**src/rtl/toy_vpack.sv**
```systemverilog
// Shared constants and types for the vector-core / systolic-array sequencer.
package toy_vpack;
  localparam int V_ELEMENT_NUM   = 8;
  localparam int V_REG_IDX_WIDTH = 5;
  localparam int V_OPC_WIDTH     = 8;

  localparam logic [V_OPC_WIDTH-1:0] OPC_MMUL = 8'h40;

  typedef enum logic [2:0] {IDLE, LOAD, STREAM, DRAIN, DONE} sa_seq_state_t;

  function automatic int sa_drain_tmo(int n);
    return 4 * n;
  endfunction

  localparam int SA_DRAIN_TMO = sa_drain_tmo(V_ELEMENT_NUM);
endpackage

```
**src/rtl/toy_sa_seq_if.sv**
```systemverilog
// Command / VRF / array handshake bundle between the vector core and the SA sequencer.
interface toy_sa_seq_if
  import toy_vpack::*;
#(
  parameter int N     = V_ELEMENT_NUM,
  parameter int IDX_W = V_REG_IDX_WIDTH,
  parameter int OPC_W = V_OPC_WIDTH
);
  logic             cmd_vld;
  logic             cmd_rdy;
  logic [OPC_W-1:0] cmd_opcode;
  logic [IDX_W-1:0] cmd_vs1;
  logic [IDX_W-1:0] cmd_vs2;
  logic [IDX_W-1:0] cmd_vd;
  logic             vrf_rd_en;
  logic [IDX_W-1:0] vrf_rd_idx;
  logic [N-1:0]     sa_load_en;
  logic [N-1:0]     sa_shift_en;
  logic [N-1:0]     sa_res_en;
  logic             vrf_wr_en;
  logic [IDX_W-1:0] vrf_wr_idx;
  logic             busy;
  logic             done;
  logic             err;

  modport master (
    output cmd_vld, cmd_opcode, cmd_vs1, cmd_vs2, cmd_vd, sa_res_en,
    input  cmd_rdy, vrf_rd_en, vrf_rd_idx, sa_load_en, sa_shift_en,
           vrf_wr_en, vrf_wr_idx, busy, done, err
  );

  modport slave (
    input  cmd_vld, cmd_opcode, cmd_vs1, cmd_vs2, cmd_vd, sa_res_en,
    output cmd_rdy, vrf_rd_en, vrf_rd_idx, sa_load_en, sa_shift_en,
           vrf_wr_en, vrf_wr_idx, busy, done, err
  );
endinterface

```
**src/rtl/toy_sa_skew_gen.sv**
```systemverilog
// Diagonal skew mask: row i shifts while streaming step t lies in [i, i+N-1].
module toy_sa_skew_gen #(
  parameter int N   = 8,
  parameter int T_W = $clog2(2*N)
) (
  input  logic [T_W-1:0] t,
  output logic [N-1:0]   mask
);
  localparam logic [T_W-1:0] WIN = T_W'(N);

  for (genvar i = 0; i < N; i++) begin : g_row
    localparam logic [T_W-1:0] LO = T_W'(i);
    logic [T_W-1:0] d;
    // t < i wraps to >= 2^T_W - i > N, so one unsigned compare covers both bounds
    assign d       = t - LO;
    assign mask[i] = d < WIN;
  end
endmodule

```
**src/rtl/toy_sa_seq.sv**
```systemverilog
// Systolic-array sequencer: weight load, skewed operand stream, result write-back.
module toy_sa_seq
  import toy_vpack::*;
#(
  parameter int N     = V_ELEMENT_NUM,
  parameter int IDX_W = V_REG_IDX_WIDTH,
  parameter int OPC_W = V_OPC_WIDTH
) (
  input  logic        clk,
  input  logic        rst,
  toy_sa_seq_if.slave sif
);
  localparam int PH_W = $clog2(2*N);
  localparam int W_W  = $clog2(N) + 2;
  localparam int TMO  = sa_drain_tmo(N);
  localparam int WD_W = $clog2(TMO) + 1;

  localparam logic [PH_W-1:0]  K_LAST  = PH_W'(N-1);
  localparam logic [PH_W-1:0]  T_LAST  = PH_W'(2*N-2);
  localparam logic [PH_W-1:0]  T_RD    = PH_W'(N);
  localparam logic [W_W-1:0]   W_END   = W_W'(N);
  localparam logic [WD_W-1:0]  WD_LAST = WD_W'(TMO-1);
  localparam logic [OPC_W-1:0] OPC_MM  = OPC_W'(OPC_MMUL);

  sa_seq_state_t    state, state_nxt;
  logic [PH_W-1:0]  ph;
  logic [W_W-1:0]   w, w_nxt;
  logic [WD_W-1:0]  wd;
  logic [IDX_W-1:0] vs1_q, vs2_q, vd_q;
  logic             err_q, err_set, err_c;
  logic             accept, in_wb, res_any, res_multi, wr_ok;
  logic             rd_en;
  logic [IDX_W-1:0] rd_idx;
  logic [N-1:0]     load_en, shift_en, skew;

  toy_sa_skew_gen #(.N(N), .T_W(PH_W)) u_skew (.t(ph), .mask(skew));

  assign accept    = sif.cmd_vld && (state == IDLE);
  assign in_wb     = (state == STREAM) || (state == DRAIN);
  assign res_any   = |sif.sa_res_en;
  assign res_multi = (sif.sa_res_en & (sif.sa_res_en - N'(1))) != '0;
  // Multi-row cycles still write exactly one row; the rest are lost and flagged.
  assign wr_ok     = in_wb && res_any;
  assign w_nxt     = w + W_W'(wr_ok);
  assign err_c     = (res_any && !in_wb) || (wr_ok && res_multi);

  always_comb begin
    state_nxt = state;
    err_set   = 1'b0;
    rd_en     = 1'b0;
    rd_idx    = '0;
    load_en   = '0;
    shift_en  = '0;
    unique case (state)
      IDLE: begin
        if (accept) begin
          if (sif.cmd_opcode == OPC_MM) state_nxt = LOAD;
          else                          err_set   = 1'b1;
        end
      end
      LOAD: begin
        rd_en   = 1'b1;
        rd_idx  = vs1_q + IDX_W'(ph);
        load_en = N'(1) << ph;
        if (ph == K_LAST) state_nxt = STREAM;
      end
      STREAM: begin
        rd_en    = ph < T_RD;
        rd_idx   = rd_en ? vs2_q + IDX_W'(ph) : '0;
        shift_en = skew;
        if (ph == T_LAST) state_nxt = DRAIN;
      end
      DRAIN: begin
        if (w_nxt >= W_END) begin
          state_nxt = DONE;
        end else if (wd == WD_LAST) begin
          state_nxt = IDLE;
          err_set   = 1'b1;
        end
      end
      DONE:    state_nxt = IDLE;
      default: state_nxt = IDLE;
    endcase
  end

  always_ff @(posedge clk) begin
    if (rst) begin
      state <= IDLE;
      ph    <= '0;
      w     <= '0;
      wd    <= '0;
      err_q <= 1'b0;
      vs1_q <= '0;
      vs2_q <= '0;
      vd_q  <= '0;
    end else begin
      state <= state_nxt;
      err_q <= err_set;
      if (accept) begin
        vs1_q <= sif.cmd_vs1;
        vs2_q <= sif.cmd_vs2;
        vd_q  <= sif.cmd_vd;
      end
      // k and t share this counter; it restarts on every phase change
      if (state_nxt != state || !(state inside {LOAD, STREAM})) ph <= '0;
      else                                                      ph <= ph + 1'b1;
      w  <= (state == IDLE)  ? '0 : w_nxt;
      wd <= (state == DRAIN) ? wd + 1'b1 : '0;
    end
  end

  // Everything is forced low while reset is held, ahead of the state register.
  assign sif.cmd_rdy     = !rst && (state == IDLE);
  assign sif.vrf_rd_en   = !rst && rd_en;
  assign sif.vrf_rd_idx  = rst ? '0 : rd_idx;
  assign sif.sa_load_en  = rst ? '0 : load_en;
  assign sif.sa_shift_en = rst ? '0 : shift_en;
  assign sif.vrf_wr_en   = !rst && wr_ok;
  assign sif.vrf_wr_idx  = (rst || !wr_ok) ? '0 : vd_q + IDX_W'(w);
  assign sif.busy        = !rst && (state inside {LOAD, STREAM, DRAIN});
  assign sif.done        = !rst && (state == DONE);
  assign sif.err         = !rst && (err_q || err_c);
endmodule
```
**src/flat_wrapper.sv**
```systemverilog
// flat-port wrapper written by rule: the top's interface ports become plain ports
module toy_sa_seq_flat import toy_vpack::*;
#(
  parameter int N     = V_ELEMENT_NUM,
  parameter int IDX_W = V_REG_IDX_WIDTH,
  parameter int OPC_W = V_OPC_WIDTH
)
  (clk, rst, sif_cmd_vld, sif_cmd_opcode, sif_cmd_vs1, sif_cmd_vs2, sif_cmd_vd, sif_sa_res_en, sif_cmd_rdy, sif_vrf_rd_en, sif_vrf_rd_idx, sif_sa_load_en, sif_sa_shift_en, sif_vrf_wr_en, sif_vrf_wr_idx, sif_busy, sif_done, sif_err);
  toy_sa_seq_if #(.N(N), .IDX_W(IDX_W), .OPC_W(OPC_W)) sif_i ();
  input  logic clk;
  input  logic rst;
  input wire logic [$bits(sif_i.cmd_vld)-1:0] sif_cmd_vld;
  input wire logic [$bits(sif_i.cmd_opcode)-1:0] sif_cmd_opcode;
  input wire logic [$bits(sif_i.cmd_vs1)-1:0] sif_cmd_vs1;
  input wire logic [$bits(sif_i.cmd_vs2)-1:0] sif_cmd_vs2;
  input wire logic [$bits(sif_i.cmd_vd)-1:0] sif_cmd_vd;
  input wire logic [$bits(sif_i.sa_res_en)-1:0] sif_sa_res_en;
  output wire logic [$bits(sif_i.cmd_rdy)-1:0] sif_cmd_rdy;
  output wire logic [$bits(sif_i.vrf_rd_en)-1:0] sif_vrf_rd_en;
  output wire logic [$bits(sif_i.vrf_rd_idx)-1:0] sif_vrf_rd_idx;
  output wire logic [$bits(sif_i.sa_load_en)-1:0] sif_sa_load_en;
  output wire logic [$bits(sif_i.sa_shift_en)-1:0] sif_sa_shift_en;
  output wire logic [$bits(sif_i.vrf_wr_en)-1:0] sif_vrf_wr_en;
  output wire logic [$bits(sif_i.vrf_wr_idx)-1:0] sif_vrf_wr_idx;
  output wire logic [$bits(sif_i.busy)-1:0] sif_busy;
  output wire logic [$bits(sif_i.done)-1:0] sif_done;
  output wire logic [$bits(sif_i.err)-1:0] sif_err;
  assign sif_i.cmd_vld = sif_cmd_vld;
  assign sif_i.cmd_opcode = sif_cmd_opcode;
  assign sif_i.cmd_vs1 = sif_cmd_vs1;
  assign sif_i.cmd_vs2 = sif_cmd_vs2;
  assign sif_i.cmd_vd = sif_cmd_vd;
  assign sif_i.sa_res_en = sif_sa_res_en;
  assign sif_cmd_rdy = sif_i.cmd_rdy;
  assign sif_vrf_rd_en = sif_i.vrf_rd_en;
  assign sif_vrf_rd_idx = sif_i.vrf_rd_idx;
  assign sif_sa_load_en = sif_i.sa_load_en;
  assign sif_sa_shift_en = sif_i.sa_shift_en;
  assign sif_vrf_wr_en = sif_i.vrf_wr_en;
  assign sif_vrf_wr_idx = sif_i.vrf_wr_idx;
  assign sif_busy = sif_i.busy;
  assign sif_done = sif_i.done;
  assign sif_err = sif_i.err;
  toy_sa_seq #(.N(N), .IDX_W(IDX_W), .OPC_W(OPC_W)) u_core (.clk(clk), .rst(rst), .sif(sif_i));
endmodule
```
**config.mk**
```make
export PLATFORM = sky130hd
export DESIGN_NAME = toy_sa_seq_flat
export DESIGN_NICKNAME = d
export VERILOG_FILES = /design/src/rtl/toy_vpack.sv /design/src/rtl/toy_sa_seq_if.sv /design/src/rtl/toy_sa_skew_gen.sv /design/src/rtl/toy_sa_seq.sv /design/src/flat_wrapper.sv
export SDC_FILE = /design/constraint.sdc
export NUM_CORES = 1
export LEC_CHECK = 0
export CORE_MARGIN = 8
export CORE_UTILIZATION = 52
export CTS_CLUSTER_SIZE = 10
export DETAILED_ROUTE_END_ITERATION = 10
export GPL_ROUTABILITY_DRIVEN = 0
export GPL_TIMING_DRIVEN = 0
export PLACE_DENSITY = 0.86
export SETUP_SLACK_MARGIN = 0.1
export SLEW_MARGIN = 40
export SYNTH_ARGS = -nofsm -noshare
export SYNTH_HDL_FRONTEND = slang
export SYNTH_SLANG_ARGS = --single-unit
```
**constraint.sdc**
```tcl
create_clock -name clk -period 6.23 [get_ports clk]
set_input_delay 0.9345 -clock clk [delete_from_list [all_inputs] [get_ports clk]]
set_output_delay 0.9345 -clock clk [all_outputs]
set_load 0.01 [all_outputs]
```
======== After elaboration in Yosys (flattened, before gate mapping) ========
Index checks and enable logic that the tools add are counted.
W data, S select, Z words.
cells by class
  add/sub/neg operators ................... 14
  order comparisons ....................... 9
  equal/unequal tests ..................... 9
  shift operators ......................... 1
  muxes and demuxes ....................... 21
  bitwise logic cells ..................... 2
  reduce and logical (&&, ||, !) cells .... 27
operator list
  cell                   number
  $lt A4 B4 Y1 const B   8
  $mux W8                4
  $mux W3                6
  $sub A4 B3 Y4 const B  4
  $mux W5                3
  $pmux W3 S4            1
  $add A5 B4 Y5          2
  $logic_and A1 B1 Y1    10
  $pmux W5 S2            1
  $and A8 B8 Y8          1
  $eq A8 B7 Y1 const B   1
  $reduce_bool A8 Y1     1
  $reduce_or A8 Y1       1
  $shl A1 B4 Y8 const A  1
  $sub A4 B2 Y4 const B  2
  $sub A8 B1 Y8 const B  1
  $add A6 B1 Y6 const B  1
  $eq A3 B2 Y1 const B   2
  $eq A6 B5 Y1 const B   1
  $reduce_or A2 Y1       3
  $add A5 B1 Y5          1
  $add A5 B5 Y5          1
  $ge A5 B4 Y1 const B   1
  $logic_or A1 B1 Y1     5
  other kinds (14)       21
storage, ports and cells
  register bits after elaboration ......... 34
  output and inout bits ................... 32
  logic and storage cells ................. 91

======== Logic depth before layout (Yosys ltp) ========
  depth after elaboration ................. 10
  gate-level depth with buffers ........... 9

======== Cells and area by module ========
Synthesis repeated with hierarchy kept, for this count alone.
unflattened totals
  cell total of the unflattened synthesis .. 294
  area, all modules ....................... 2338.5 um^2
modules (own cells, without submodules)
  module           instances  cells each  area each (um^2)  seq. area each (um^2)
  toy_sa_seq       1          278         2222.1            680.7
  toy_sa_skew_gen  1          16          116.4             0.0

======== Worst setup path after synthesis ========
OpenSTA, ideal clock, no wires.
  path type ............................... input port to output port
  from .................................... in sif_sa_res_en[3]
  to ...................................... out sif_vrf_wr_idx[0]
  data arrival time ....................... 1.987 ns
  required time ........................... 5.295 ns
  slack ................................... 3.308 ns
  cell stages on the path ................. 5
  path buffers ............................ 0
  path through ............................ or4_4 > nor3_4 > or3_4 > inv_2 > and2_1
between the ends
  longest elaborated chain between the ends .. 5
RTL lines
  what                 line                source
  from (decl)          flat_wrapper.sv:17  input wire logic [$bits(sif_i.sa_res_en)-1:0] sif_sa_res_en;
  $reduce_or A8 Y1     toy_sa_seq.sv:40    assign res_any = |sif.sa_res_en;
  $logic_and A1 B1 Y1  toy_sa_seq.sv:43    assign wr_ok = in_wb && res_any;
  $logic_not A1 Y1     toy_sa_seq.sv:119   assign sif.vrf_wr_idx = (rst || !wr_ok) ? '0 : vd_q + IDX_W'(w);
  $logic_or A1 B1 Y1   toy_sa_seq.sv:119
  $mux W5              toy_sa_seq.sv:119
  to (decl)            flat_wrapper.sv:24  output wire logic [$bits(sif_i.vrf_wr_idx)-1:0] sif_vrf_wr_idx;
Every way passes these cells.

======== Worst setup path in the final report ========
Ends and elaborated chain as after synthesis.

==> results_dict.tcl <==
set metrics [dict create \
    path_clk_slew_ns 0.07 \
    num_rows 24 \
    status "complete, no violations" \
    yosysWarnings 0 \
    multiInputGateArea_um2 1506 \
    grt-ovfl-total 0 \
    fin_crit_sh_pct 62.70 \
    ir_worst_vdd_uv 122.8 \
    slew_headroom_pct 61.49 \
    yosys.area.top_type "dfxtp_1" \
    vias 2212 \
    total_power_mw 0.4470 \
    utilization_pct 72.26 \
    viasPerCell 5.408 \
    power.density_nw_per_um2 144.1 \
    coreArea_um2 4294 \
    postCtsHoldBufs 0 \
    end_kind "primary output" \
    syn_nets 344 \
    syn_inst 284 \
    dp_hpwl_um 4578 \
    routed_wl_um 5631 \
    post-cts-setup-buffer-count 0 \
    cts_buffers 5 \
    clock_skew_ns 0.005839 \
    grt_pass1_vias 2092 \
    area_delta_synth_final_pct 35.15 \
    instances_no_fill 409 \
    synth_flop_cell "dfxtp_1" \
    io_buffers 65 \
    postSynth.asyncResetShare_pct 0 \
    chipHeight_um 82.45 \
    drive_gt1_share_pct 7.843 \
    start_kind "input port" \
    hold_ws_ns 0.4622 \
    antenna_left 0 \
    drv_slew 0 \
    die_x_um 82.45 \
    critPathRequiredTime_ns 5.30 \
    fin_nets 416 \
    grt_max_degree 14 \
    fmax_mhz 256.0 \
    worstMarginPinSlew_ns 0.5716 \
    initial_core_util_pct 53.47 \
    synth_edf_count 0 \
    regArea_um2 680.7 \
    synth.cell_area_um2 2296 \
    drtPass1Iterations 4 \
    hp-class "flip-flop to flip-flop" \
    period_minus_slack_ns 3.906 \
    cts-root-buf "clkbuf_8" \
    final_cell_mix "clkdlybuf4s50_1, nor2_1, nand2_1, dfxtp_1, a21oi_1" \
    pre_cts_slack_ns 2.327 \
    cts_buffer_depth 2 \
    maxCapViolCount 0 \
    grt_pass1_wl_um 9197 \
    path_class "input port to primary output" \
    layout_setup_ws_ns 2.324 \
    setup_tns_ns 0 \
    wl_per_cell_um 13.77 \
    ys_types 44 \
    critical_path_peak_fanout 4 \
    cts_resized 0 \
    nFillCells 347 \
    leakagePower_nw 1.261 \
    synth.avg_cell_area_um2 8.084 \
    cts_tree "done" \
    fin_area_um2 3103 \
    hold_violations 0 \
    setup_viol 0 \
    ios 66 \
    place_inst 401 \
    design.die.area_um2 6797 \
    arrival_ns 2.97 \
    synth.area.top_cells "dfxtp_1, ha_1, nor2_1" \
    htree_levels 2 \
    rsz0062_at_grt "false" \
    final_common_cell "clkdlybuf4s50_1" \
    place_area_um2 3012 \
    antenna_cells 0 \
    drt-initial-drc-count 91 \
    ys_ff_latch 34 \
    grt_usage_pct 17.25 \
    cts_sinks 34 \
    clk_latency_ns 0.29 \
    seq_area_frac_synth_pct 29.65 \
    synth_top_area_share_pct 29.65 \
    remaining_drc_errors 0 \
    antenna_found_initial 0 \
]
## cell type report
class	instances	area share [%]
repair buffers	65	20.97
plain buffers	11	2.419
flip-flops and latches	34	21.94
inverters	9	1.089
clock buffers	7	2.782
clock inverters	1	0.1613
well taps	52	2.097
multi-input cells	230	48.55
## kinds of logic (layout without fill, tap and decap cells)
group / count (synthesis) / count (layout) / synth area share [%]
fa+ha+maj: 26 / 26 / 15.15
compound gates: 56 / 56 / 14.17
flops: 34 / 34 / 29.65
simple gates: 128 / 128 / 28.66
xor+xnor: 20 / 20 / 7.630
buf+inv: 20 / 93 / 4.741
## state kept, by name, summed over array words and instances (netlist names)
signal,cells
u_core.err_q,1
u_core.ph,4
u_core.state,3
u_core.vd_q,5
u_core.vs1_q,5
u_core.vs2_q,5
u_core.w,5
u_core.wd,6
## synthesized netlist by cell type (3+ instances only)
master / number
a21oi_1: 30
a22oi_1: 3
a31oi_1: 6
and2_1: 7
and3_1: 8
buf_6: 3
clkbuf_1: 3
dfxtp_1: 34
fa_1: 3
ha_1: 23
inv_1: 7
nand2_1: 34
nand3_1: 11
nand4_1: 5
nor2_1: 41
nor3_1: 3
o21ai_0: 8
xnor2_1: 13
xor2_1: 7
## worst max-delay path, stage by stage
cell and delay, ns:
clkdlybuf4s50_1 0.46, or4_4 0.57, nor3_4 0.17, or3_4 0.18, inv_2 0.04, and2_1 0.14
clkdlybuf4s50_1 0.48
## report_power, final
| part | total (mW) | switching (mW) | internal [mW] | leakage (nW) |
|---|---|---|---|---|
| registers | 0.228 | 0.00440 | 0.223 | 0.277 |
| clock network | 0.166 | 0.0769 | 0.0890 | 0.0482 |
| logic | 0.0534 | 0.0217 | 0.0317 | 0.936 |
| total | 0.447 | 0.103 | 0.344 | 1.26 |
## worst paths after layout
path,depth (start not counted),to,slack [ns],start
worst max-delay path,7,sif_vrf_wr_idx[0],2.32,sif_sa_res_en[3]
worst min-delay path,2,u_core.vs2_q[3]$_SDFFE_PP0P_,0.46,u_core.vs2_q[3]$_SDFFE_PP0P_
worst max register to register,9,u_core.state[0]$_SDFF_PP0_,4.28,u_core.state[2]$_SDFF_PP0_
worst min register to register,2,u_core.vs2_q[3]$_SDFFE_PP0P_,0.46,u_core.vs2_q[3]$_SDFFE_PP0P_
## routing by layer
metal	share of wire (%)	track usage (%)	routed length [um]	vias up
li1	-	-	-	1134
met1	41	19.33	2323	1014
met2	51	30.31	2864	56
met5	0	0	0	-
met3	6.3	4.762	355	8
met4	1.6	6.491	89	0
Note: power is estimated with default switching activity, not from simulation.
